$ cat config.mk
export PLATFORM = sky130hd
export DESIGN_NAME = data_mem_arbiter
export DESIGN_NICKNAME = d
export VERILOG_FILES = /design/src/rtl/cpu_pkg.sv /design/src/rtl/data_mem_arbiter.sv
export SDC_FILE = /design/constraint.sdc
export NUM_CORES = 1
export LEC_CHECK = 0
export CORE_UTILIZATION = 38
export CTS_BUF_LIST = sky130_fd_sc_hd__clkbuf_8
export DETAILED_ROUTE_END_ITERATION = 10
export GPL_ROUTABILITY_DRIVEN = 0
export PLACE_DENSITY = 0.79
export SKIP_CTS_REPAIR_TIMING = 1
export SLEW_MARGIN = 0
export SYNTH_ARGS = -nofsm -noshare
export SYNTH_HDL_FRONTEND = slang
export SYNTH_SLANG_ARGS = --single-unit
$ cat constraint.sdc
create_clock -name clk -period 1.9 [get_ports clk]
set_input_delay 0.38 -clock clk [delete_from_list [all_inputs] [get_ports clk]]
set_output_delay 0.38 -clock clk [all_outputs]
set_load 0.1 [all_outputs]
$ cat src/rtl/cpu_pkg.sv
// cpu_pkg: constants and owner tag shared by the core, the decoder and the data memory arbiter
package cpu_pkg;
  localparam int MEM_AW = 10;
  localparam int DW = 16;
  typedef enum logic [1:0] {OWN_NONE, OWN_CPU, OWN_LDR} owner_t;
endpackage

$ cat src/rtl/data_mem_arbiter.sv
// data_mem_arbiter: shares the single-port data RAM between CPU and loader; DATA_MEM_ARB_ROUND_ROBIN_EN enables round-robin on contention
module data_mem_arbiter #(
  parameter int MEM_AW = cpu_pkg::MEM_AW,
  parameter int DW = cpu_pkg::DW,
  parameter int LOCK_MAX = 16
) (
  input  logic              clk,
  input  logic              rst,
  input  logic              cpu_req,
  input  logic              cpu_we,
  input  logic [MEM_AW-1:0] cpu_addr,
  input  logic [DW-1:0]     cpu_wdata,
  output logic              cpu_gnt,
  output logic              cpu_rvalid,
  output logic              cpu_stall,
  input  logic              ldr_req,
  input  logic              ldr_we,
  input  logic [MEM_AW-1:0] ldr_addr,
  input  logic [DW-1:0]     ldr_wdata,
  input  logic              ldr_lock,
  output logic              ldr_gnt,
  output logic              ldr_rvalid,
  output logic [DW-1:0]     rdata,
  output logic              mem_en,
  output logic              mem_we,
  output logic [MEM_AW-1:0] mem_addr,
  output logic [DW-1:0]     mem_wdata,
  input  logic [DW-1:0]     mem_rdata
);
  import cpu_pkg::*;
  localparam int CW = $clog2(LOCK_MAX + 1);
  logic              locked_q, locked_d;
  logic [CW-1:0]     cnt_q, cnt_d;
  logic              at_max, pick_ldr, gnt_any, sel_we;
  logic [MEM_AW-1:0] sel_addr;
  logic [DW-1:0]     sel_wdata;
  owner_t            own_q1, own_q2;
  logic              we2_q;
  logic              mem_en_q, mem_we_q;
  logic [MEM_AW-1:0] mem_addr_q;
  logic [DW-1:0]     mem_wdata_q, rdata_q;
  logic              cpu_rvalid_q, ldr_rvalid_q;

  assign at_max = cnt_q == CW'(LOCK_MAX);

`ifdef DATA_MEM_ARB_ROUND_ROBIN_EN
  logic rr_q, rr_d;
  assign pick_ldr = rr_q & ldr_req;
  assign rr_d = (cpu_req & ldr_req & ~locked_q) ? cpu_gnt : rr_q;
  // Pointer favours whoever lost the last contended unlocked grant
  always_ff @(posedge clk or posedge rst) begin
    if (rst) rr_q <= 1'b0;
    else rr_q <= rr_d;
  end
`else
  assign pick_ldr = 1'b0;
`endif

  // Grant: a lock gives the loader the bus until its burst budget is spent
  always_comb begin
    cpu_gnt = cpu_req & ~(locked_q ? (ldr_req & ~at_max) : pick_ldr);
    ldr_gnt = ldr_req & ~cpu_gnt;
    cpu_stall = cpu_req & ~cpu_gnt;
    gnt_any = cpu_gnt | ldr_gnt;
    sel_we = cpu_gnt ? cpu_we : ldr_we;
    sel_addr = cpu_gnt ? cpu_addr : ldr_addr;
    sel_wdata = cpu_gnt ? cpu_wdata : ldr_wdata;
  end

  // Lock state: dropping ldr_lock wins over a simultaneous budget expiry
  always_comb begin
    locked_d = locked_q;
    cnt_d = cnt_q;
    if (!ldr_lock) begin
      locked_d = 1'b0;
      cnt_d = '0;
    end else if (cpu_gnt && locked_q && at_max) begin
      cnt_d = '0;
    end else if (ldr_gnt) begin
      locked_d = 1'b1;
      cnt_d = !locked_q ? CW'(1) : at_max ? cnt_q : cnt_q + CW'(1);
    end
  end

  // Registered RAM command, owner pipeline and read return
  always_ff @(posedge clk or posedge rst) begin
    if (rst) begin
      locked_q <= 1'b0;
      cnt_q <= '0;
      mem_en_q <= 1'b0;
      mem_we_q <= 1'b0;
      mem_addr_q <= '0;
      mem_wdata_q <= '0;
      own_q1 <= OWN_NONE;
      own_q2 <= OWN_NONE;
      we2_q <= 1'b0;
      cpu_rvalid_q <= 1'b0;
      ldr_rvalid_q <= 1'b0;
      rdata_q <= '0;
    end else begin
      locked_q <= locked_d;
      cnt_q <= cnt_d;
      mem_en_q <= gnt_any;
      mem_we_q <= gnt_any & sel_we;
      if (gnt_any) begin
        mem_addr_q <= sel_addr;
        mem_wdata_q <= sel_wdata;
      end
      own_q1 <= cpu_gnt ? OWN_CPU : ldr_gnt ? OWN_LDR : OWN_NONE;
      own_q2 <= own_q1;
      we2_q <= mem_we_q;
      cpu_rvalid_q <= own_q2 == OWN_CPU && !we2_q;
      ldr_rvalid_q <= own_q2 == OWN_LDR && !we2_q;
      if (own_q2 != OWN_NONE && !we2_q) rdata_q <= mem_rdata;
    end
  end

  assign mem_en = mem_en_q;
  assign mem_we = mem_we_q;
  assign mem_addr = mem_addr_q;
  assign mem_wdata = mem_wdata_q;
  assign rdata = rdata_q;
  assign cpu_rvalid = cpu_rvalid_q;
  assign ldr_rvalid = ldr_rvalid_q;
endmodule
Word-level counts from Yosys, hierarchy flattened
Cells that the tools add are included.

Reduce and logical (&&, ||, !) cells: 9. Add/sub/neg operators: 1. Bitwise gates (word level): 9. Order comparisons: 0. Equality and inequality tests: 7. Divide/modulo/power cells: 0. $mul: 0. Shift-type cells: 0. Mux-type cells: 14.

Operators with widths (count): $mux W5 (5); $mux W16 (1); $mux W10 (1); $add A5 B1 Y5 const B (1); $and A1 B1 Y1 (5); $eq A5 B5 Y1 const B (1); $logic_and A1 B1 Y1 (5); $mux W1 (5); $mux W2 (2); $ne A4 B3 Y1 const B (1); $reduce_and A2 Y1 (2); $ne A3 B1 Y1 const B (1); $not A1 Y1 (3); $eq A2 B1 Y1 const B (1); $eq A2 B2 Y1 const B (1); $ne A2 B1 Y1 const B (1); $ne A2 B2 Y1 const B (1); $reduce_bool A2 Y1 (1); $logic_not A1 Y1 (1); $or A1 B1 Y1 (1).

Memory bits (writable): 0. Flip-flop bits (word level): 57. Memories: 0. Output and inout bits: 49. ROM bits: 0. Word-level logic and storage cells: 52. Bits in latches: 0.

Logic depth before layout (Yosys ltp)
Gate-level depths: netlist (run 1).

Depth in word-level cells: 11. Gate-level depth with buffers: 9. Depth with buffers taken out: 6.

Worst setup path after synthesis (run 1)
OpenSTA, ideal clock, no wires.

Kind: register to output. From: register cnt_q[0]. To: output ldr_gnt. Path slack: -0.458 ns. Stages on the path, launching flop included: 8. Required time: 1.520 ns. Arrival time: 1.978 ns. Path through: dfrtp_1 > inv_1 > ha_1 > nor4bb_1 > buf_4 > o21ai_1 > buf_4 > and2_1.

Word-level cells in the longest chain between the ends: 8.

RTL lines: start: declaration (RTL line data_mem_arbiter.sv:33) `logic [CW-1:0] cnt_q, cnt_d;`; start signal: assignment (RTL line data_mem_arbiter.sv:102) `cnt_q <= cnt_d;`; $eq A5 B5 Y1 (RTL line data_mem_arbiter.sv:44) `assign at_max = cnt_q == CW'(LOCK_MAX);`; $not A1 Y1 (RTL line data_mem_arbiter.sv:61) `cpu_gnt = cpu_req & ~(locked_q ? (ldr_req & ~at_max) : pick_ldr);`; $and A1 B1 Y1 (RTL line data_mem_arbiter.sv:61); $mux W1 (RTL line data_mem_arbiter.sv:61); $not A1 Y1 (RTL line data_mem_arbiter.sv:61); $and A1 B1 Y1 (RTL line data_mem_arbiter.sv:61); $not A1 Y1 (RTL line data_mem_arbiter.sv:62) `ldr_gnt = ldr_req & ~cpu_gnt;`; $and A1 B1 Y1 (RTL line data_mem_arbiter.sv:62); end: declaration (RTL line data_mem_arbiter.sv:21) `output logic ldr_gnt,`.

Every way passes these cells.

Worst setup path after layout (run 1)
From: register cnt_q[1]. To: output ldr_gnt.

The elaborated chain is that of the path after synthesis.

==> reports/qor.yml, run 1 <==
outcome:
  status: "finished with violations"
  failed_checks: "negative setup slack"
sta:
  drv_slew: 0
  post-route-min-period_ns: 2.10
  setup_viol: 3
  worst_pin_slew_ns: 0.513
  hold_viol_final: 0
  setup_slack_ns: -0.203
  clock_skew_ns: 0.00929
  slew_headroom_pct: 65.8
  final.period_utilization_pct: 111
  rsz0062_at_grt: "yes"
  max_freq_mhz: 475
placement:
  placed_area_sq_mm: 0.00379
  io_buffers: 123
  dp_hpwl_um: 4190
worst_setup_path:
  crit_slowest_cell: "dfrtp_1"
  slowest_delay_ns: 0.38
  path_buf_inv: 3
  crit_arrival_ns: 1.72
  crit_family: "flip-flops"
  path_cells: "inv_2 -> ha_4 -> nor4bb_4 -> buf_6 -> o21ai_4 -> and2_4 -> buf_12"
  critPathLaunchType: "flip-flop"
  endpoint_kind: "output port"
  crit_required_ns: 1.52
  worstSetupPathType: "reg -> out"
  crit_fanout: 5
layout:
  layout_commonest_cell: "clkdlybuf4s50_1"
  syn_to_final_growth_pct: 63.2
  final_area_sq_mm: 0.00410
  final_layout_size_suffix_gt1_share_pct: 31.2
  layout_common_cells: "clkdlybuf4s50_1 (73), buf_4 (58), dfrtp_1 (57), nor2_1 (29), mux2i_1 (28)"
  antenna_cells: 0
  final.fill_count: 528
  nNetsFinal: 428
  fin_util_pct: 64.5
drt:
  wirelength_um: 5920
  drcViolationCount: 0
  detail_route.vias_per_cell: 4.84
  final_antenna_net_count: 0
  drtIter0Drc: 82
  vias: 2096
  dr.pass1.iters: 4
  wl_per_cell_um: 13.7
clock_network:
  cts_tree: "built"
  path_clk_slew_ns: 0.06
  clockBufferDepth: 2
  cts_htree_levels: 3
  cts.sinks: 57
  numCtsBuffers: 9
  clock_latency_ns: 0.32
  cts-root-buf: "clkbuf_8"
job:
  maxCapViolCount: 0
yosys:
  ys_ff_latch: 57
  ys_warn_count: 0
  yosys.area.top_type_share_pct: 56.8
  syn_inst: 214
  synth_fp_nets: 291
  ys_seq_area_share_pct: 56.8
  yosysUniqueCellTypes: 33
  synth.area.top_cells: "dfrtp_1 (57%), mux2i_1 (11%), mux2_2 (7.2%)"
  synth_top_cell_by_area: "dfrtp_1"
  postSynthAreaPerCell_sq_um: 11.7
  netlist_area_sq_mm: 0.00251
floorplanning:
  die-area_sq_mm: 0.00693
  die_h_um: 83.3
  core_sq_mm: 0.00635
  die_x_um: 83.3
  initial_core_util_pct: 39.5
  io_pins: 124
  rows: 29
global_route:
  antenna_found_initial: 0
  grt.overflow.total: 0
  grt_first_pass_wirelength_um: 9510
  grt_max_degree: 58
  track_usage_pct: 17.5
  grt_pass1_vias: 1984
min_path:
  min_path_type: "reg -> reg"
pwr:
  ir_drop_v: 0.000810
  power_uw: 4410
  powerDensity_mw_per_mm2: 1080
  p_leak_uw: 0.00188
## logic make-up (layout without fill, tap and decap cells)
logic type | Yosys count | in the layout | synth area share [%]
multiplexers | 44 | 44 | 18.3
AND/OR/NAND/NOR | 52 | 52 | 10.3
adder cells (fa/ha/maj) | 2 | 2 | 0.997
flip-flops | 57 | 57 | 56.8
buffers and inverters | 19 | 161 | 4.44
AO/OA/AOI/OAI | 40 | 40 | 9.12
## metal layers
metal | up-vias | share of wire, % | track usage (%)
li1 | 1015 | - | -
met1 | 987 | 42 | 21.7
met2 | 85 | 51 | 28.2
met3 | 9 | 5.9 | 5.57
met4 | 0 | 1.5 | 7.52
met5 | - | 0 | 0
## metrics by stage
step / hold WS (ns) / TNS [ns] / std cells / worst slack [ns]
global placement: 0.344 / 0 / 411 / 0.0451
global route: 0.370 / -1.64 / 433 / -0.266
floorplan: 0.331 / -0.315 / 214 / -0.146
finish: 0.361 / -0.548 / 433 / -0.203
detailed placement: 0.354 / 0 / 411 / 0.00401
CTS: 0.368 / -0.930 / 427 / -0.352
## where the power goes
part | internal [uW] | switching (uW) | leakage (uW) | total [uW]
combinational | 474 | 1230 | 0.00109 | 1710
clock | 805 | 461 | 0.000115 | 1270
sequential | 1350 | 77.7 | 0.000673 | 1430
## Yosys cell counts
cell type,n
a21oi_1,27
nor3b_1,3
and3_1,2
nor4bb_1,1
nand3_1,3
nand2_1,4
nor3_1,1
a211o_1,2
inv_1,6
ha_1,2
o21bai_1,1
o21ai_0,3
dfrtp_1,57
clkbuf_1,4
and4b_1,1
clkbuf_2,1
a21boi_0,2
o21ai_1,2
buf_2,1
mux2_2,16
buf_6,3
and2_1,3
buf_4,4
mux2i_1,28
a2bb2oi_2,1
and3_4,1
or2_2,1
or3_1,1
nor2_1,29
nand3_2,1
a22oi_1,1
a31oi_1,1
nand2b_1,1
## state kept, by name, summed over array words and instances, names as in the netlist
name        count
mem_we          1
locked_q        1
mem_addr       10
mem_en          1
own_q1          2
own_q2          2
ldr_rvalid      1
cnt_q           5
we2_q           1
mem_wdata      16
rdata          16
cpu_rvalid      1
## worst register-to-register path, delay by kind of cell (launching register included)
family	cells	cell delay (ns)
fa+ha+maj	1	0.14
simple gates	2	0.26
flops	1	0.38
compound gates	2	0.34
buf+inv	3	0.66
## path summary, 6_finish.rpt
path	startpoint	to	slack (ns)	depth (start not counted)
setup / recovery	cnt_q[1]$_DFFE_PP0P_	ldr_gnt	-0.20	7
min in group asynchronous	rst	mem_wdata[6]$_DFFE_PP0P_	0.45	3
setup reg to reg	cnt_q[1]$_DFFE_PP0P_	mem_wdata[15]$_DFFE_PP0P_	0.04	8
hold reg to reg	own_q1[0]$_DFF_PP0_	own_q2[0]$_DFF_PP0_	0.36	0
max in group asynchronous	rst	locked_q$_DFFE_PP0P_	1.21	3
hold / removal	own_q1[0]$_DFF_PP0_	own_q2[0]$_DFF_PP0_	0.36	0
## final cells by class
| type | count | area [sq um] | area share [%] |
|---|---|---|---|
| Multi-Input combinational cell | 138 | 1020 | 24.8 |
| Tap cell | 77 | 96.3 | 2.35 |
| Inverter | 6 | 26.3 | 0.641 |
| Timing Repair Buffer | 139 | 1300 | 31.8 |
| Sequential cell | 57 | 1430 | 34.8 |
| Clock inverter | 5 | 77.6 | 1.89 |
| Clock buffer | 11 | 151 | 3.70 |
Power figures use the tool's default switching activity.
==> inputs of run 2 (changes only) <==
- MAX_ROUTING_LAYER: default -> met4
==> run 2 against run 1 <==
Via count up 0.29%. Hold slack better by 0.0015 ns. Total power up 0.13%. The run still ends with negative setup slack left. Core utilization unchanged. Global-route usage up 0.49 points.
==> reports/qor.yml, run 2 (same netlist as run 1, synthesis figures left out) <==
clock_network:
  clock_latency_ns: 0.32
  cts.sinks: 57
  cts_htree_levels: 3
  clockBufferDepth: 2
  path_clk_slew_ns: 0.06
  cts_tree: "built"
  numCtsBuffers: 9
  cts-root-buf: "clkbuf_8"
sta:
  final.period_utilization_pct: 111
  max_freq_mhz: 475
  worst_pin_slew_ns: 0.508
  clock_skew_ns: 0.00988
  rsz0062_at_grt: "yes"
  hold_ws_ns: 0.362
  setup_tns_ns: -0.551
  setup_slack_ns: -0.205
  drv_slew: 0
  post-route-min-period_ns: 2.11
  slew_headroom_pct: 66.1
  setup_viol: 3
  hold_viol_final: 0
floorplanning:
  die_x_um: 83.3
  io_pins: 124
  initial_core_util_pct: 39.5
  die_h_um: 83.3
  die-area_sq_mm: 0.00693
  rows: 29
  core_sq_mm: 0.00635
pwr:
  ir_drop_v: 0.000810
  switching_share_pct: 40.3
  p_sw_uw: 1780
  sequentialPowerShare_pct: 32.5
  p_leak_uw: 0.00188
  powerDensity_mw_per_mm2: 1080
  power_frac_comb_pct: 38.7
  p_int_uw: 2630
  power_frac_clock_pct: 28.8
worst_setup_path:
  critPathLaunchType: "flip-flop"
  endpoint_kind: "output port"
  path_cells: "inv_2 -> ha_4 -> nor4bb_4 -> buf_6 -> o21ai_4 -> and2_4 -> buf_12"
  crit_required_ns: 1.52
  slowest_delay_ns: 0.38
  startpoint: "cnt_q[1]$_DFFE_PP0P_"
  crit_arrival_ns: 1.73
  worstSetupPathType: "reg -> out"
  crit_fanout: 5
  crit_slowest_cell: "dfrtp_1"
  rr_startpoint: "cnt_q[1]$_DFFE_PP0P_"
  worstRegToRegCells: 8
placement:
  io_buffers: 123
  dp_hpwl_um: 4190
  dpl.cell_count: 411
layout:
  layout_common_cells: "clkdlybuf4s50_1 (73), buf_4 (58), dfrtp_1 (57), nor2_1 (29), mux2i_1 (28)"
  layout_commonest_cell: "clkdlybuf4s50_1"
  final_layout_size_suffix_gt1_share_pct: 31.2
  finalNonFillerCells: 433
  syn_to_final_growth_pct: 63.2
  antenna_cells: 0
  nNetsFinal: 428
drt:
  drcViolationCount: 0
  vias: 2102
  final_antenna_net_count: 0
  detail_route.vias_per_cell: 4.85
  dr.pass1.iters: 4
  wirelength_um: 5940
  wl_per_cell_um: 13.7
  drtIter0Drc: 87
min_path:
  min_path_type: "reg -> reg"
  min_path_cells: 0
  hp-start: "own_q1[1]$_DFF_PP0_"
global_route:
  track_usage_pct: 18.0
  grt_max_degree: 58
  antenna_found_initial: 0
  grt_first_pass_wirelength_um: 9530
  grt_pass1_vias: 1991
  grt.overflow.total: 0
outcome:
  status: "finished with violations"
  failed_checks: "negative setup slack"
job:
  maxCapViolCount: 0
-- run 2: cell counts in the layout (fill, tap and decap cells not counted) --
Identical to the previous run, type by type.
-- run 2: final cells by class --
cell class	count	area, sq um
Clock buffer	11	151
Clock inverter	5	77.6
Fill cell	528	2250
Inverter	6	26.3
Multi-Input combinational cell	138	1020
Sequential cell	57	1430
Tap cell	77	96.3
Timing Repair Buffer	139	1300
-- run 2: final timing paths --
check                                            endpoint  slack, ns
worst min register to register        own_q2[1]$_DFF_PP0_       0.36
min in group asynchronous        mem_wdata[6]$_DFFE_PP0P_       0.45
worst max register to register  mem_wdata[15]$_DFFE_PP0P_       0.05
max in group asynchronous            locked_q$_DFFE_PP0P_       1.21
worst min-delay path                  own_q2[1]$_DFF_PP0_       0.36
worst max-delay path                              ldr_gnt      -0.21
-- run 2: stage by stage --
stage / total power, uW / area (sq um) / worst slack [ns] / utilization (%)
global placement: 3140 / 3790 / 0.0451 / 59.7
CTS: 4450 / 4020 / -0.352 / 63.3
finish: 4410 / 4100 / -0.205 / 64.5
global route: 4580 / 4100 / -0.262 / 64.5
detailed placement: 3160 / 3790 / 0.00401 / 59.7
floorplan: 2680 / 2530 / -0.146 / -
-- run 2: worst max-delay path: cells and delay by family (launching register included) --
family	cells	cell delay, ns
flip-flops	1	0.38
adder cells (fa/ha/maj)	1	0.14
buffers and inverters	3	0.37
AO/OA/AOI/OAI	1	0.19
AND/OR/NAND/NOR	2	0.33
-- run 2: per-layer routing --
layer / track usage, % / up-vias / wire [um]
met2: 28.3 / 92 / 3000
met3: 4.08 / 10 / 334
met4: 8.46 / 0 / 99
met1: 22.1 / 985 / 2500
li1: - / 1015 / -
met5: - / - / 0
-- run 2: power groups by stage --
stage / clock [uW] / combinational, uW / sequential [uW]
floorplan: 0 / 285 / 2400
global placement: 0 / 1690 / 1450
detailed placement: 0 / 1710 / 1450
CTS: 1310 / 1710 / 1430
global route: 1370 / 1770 / 1450
finish: 1270 / 1710 / 1430
==> inputs of run 3 (changes only) <==
- CORE_UTILIZATION: 38 -> 45
- DONT_BUFFER_PORTS: default -> 1
- PLACE_DENSITY: 0.79 -> default
- clock period: 1.9 -> 2.5 ns (I/O delays scaled with it)
==> run 3 against run 2 <==
The run now ends clean. Global-route usage increased by 1.7 points. Setup slack improved by 0.32 ns. Wire length decreased by 11%. Critical path type unchanged. Largest cell class unchanged. Largest power group is now sequential cells.
==> reports/qor.yml, run 3 (same netlist as run 1, synthesis figures left out) <==
outcome:
  status: "finished, final reports clean"
drt:
  met1_length_um: 2060
  dr.pass1.iters: 4
  vias: 1692
  final_antenna_net_count: 0
  drtIter0Drc: 69
  wl_per_cell_um: 17.3
  wirelength_um: 5300
  detail_route.vias_per_cell: 5.51
  drcViolationCount: 0
  dr.max_layer_used: "met4"
  route.met2.wl_um: 2710
  met3WireLength_um: 488
floorplanning:
  die_x_um: 76.7
  io_pins: 124
  rows: 26
  die-area_sq_mm: 0.00588
  die_h_um: 76.7
  core_sq_mm: 0.00524
  initial_core_util_pct: 47.9
placement:
  placed_area_sq_mm: 0.00272
  place_ws_ns: 0.277
  dpl.cell_count: 292
  io_buffers: 0
  dp_hpwl_um: 3910
layout:
  layout_commonest_cell: "dfrtp_1"
  layout_common_cells: "dfrtp_1 (57), mux2i_1 (28), nor2_1 (28), a21oi_1 (27), buf_4 (18)"
  finalNonFillerCells: 307
  final_layout_size_suffix_gt1_share_pct: 24.1
  nNetsFinal: 311
  antenna_cells: 0
  final_area_sq_mm: 0.00290
  syn_to_final_growth_pct: 15.5
clock_network:
  cts_tree: "built"
  cts-root-buf: "clkbuf_8"
  cts_htree_levels: 3
  path_clk_slew_ns: 0.06
  cts.sinks: 57
  numCtsBuffers: 9
  clock_latency_ns: 0.32
  clockBufferDepth: 2
sta:
  max_freq_mhz: 419
  hold_viol_final: 0
  worst_pin_slew_ns: 0.913
  setup_slack_ns: 0.115
  final.period_utilization_pct: 95.4
  setup_viol: 0
  drv_slew: 0
  clock_skew_ns: 0.00885
  post-route-min-period_ns: 2.39
  rsz0062_at_grt: "no"
  slew_headroom_pct: 39.1
  hold_ws_ns: 0.148
global_route:
  track_usage_pct: 19.7
  grt.overflow.total: 0
  antenna_found_initial: 0
  grt_first_pass_wirelength_um: 8650
  grt_pass1_vias: 1811
  grt_max_degree: 46
min_path:
  min_path_type: "in -> async"
worst_setup_path:
  crit_arrival_ns: 1.89
  crit_required_ns: 2.00
  crit_fanout: 8
  worstSetupPathType: "reg -> out"
  critPathLaunchType: "flip-flop"
  endpoint_kind: "output port"
pwr:
  power_uw: 2830
  ir_drop_v: 0.000626
  powerDensity_mw_per_mm2: 977
  p_leak_uw: 0.00134
job:
  maxCapViolCount: 0
==> run 3: cell count changes in the layout (fill, tap and decap cells not counted), moves of 2 or more <==
cell / delta
inv_2: -2
clkinvlp_4: -2
bufinv_16: -2
clkdlybuf4s50_1: -73
buf_4: -40
and2_4: -2
clkinv_2: -2
buf_12: -3
and2_1: +2
inv_1: +6
==> run 3: final cells by class <==
type / instances / area [sq um]
multi-input cells: 138 / 992
flip-flops and latches: 57 / 1430
inverters: 6 / 22.5
well taps: 70 / 87.6
fillers: 461 / 2340
clock inverters: 3 / 11.3
repair buffers: 22 / 206
clock buffers: 11 / 151
==> run 3: worst paths after layout <==
check                                      endpoint  slack, ns            startpoint  cells past startpoint
max in group asynchronous       own_q2[0]$_DFF_PP0_       1.77                   rst                      2
hold reg to reg                 own_q2[1]$_DFF_PP0_       0.36   own_q1[1]$_DFF_PP0_                      0
setup / recovery                            ldr_gnt       0.11  cnt_q[0]$_DFFE_PP0P_                      7
min in group clk                   mem_en$_DFF_PP0_       0.28               cpu_req                      1
hold / removal             mem_wdata[6]$_DFFE_PP0P_       0.15                   rst                      1
setup reg to reg            mem_addr[4]$_DFFE_PP0P_       0.45  cnt_q[0]$_DFFE_PP0P_                      9
==> run 3: critical path, stage by stage, from the launching register on <==
cell and delay, ns:
dfrtp_1 0.41, inv_1 0.06, ha_1 0.19, nor4bb_2 0.17
buf_4 0.18, o21ai_4 0.16, and2_1 0.16, buf_6 0.23
==> run 3: metrics by stage <==
stage               TNS, ns  utilization, %
finish                    0            55.3
global route              0            55.3
CTS                 -0.0897            54.9
detailed placement        0            51.8
global placement          0            51.8
floorplan                 0               -
==> run 3: report_power, final <==
group,leakage (uW),switching (uW),internal (uW)
Clock,0.0000951,329,392
Sequential,0.000673,612,1020
Combinational,0.000576,331,149
Total,0.00134,1270,1560
==> run 3: routing by layer <==
metal  global-route usage [%]  up-vias
li1                         -      777
met1                     20.4      815
met2                     33.2       96
met4                     6.73        0
met3                     8.69        4
met5                        -        -
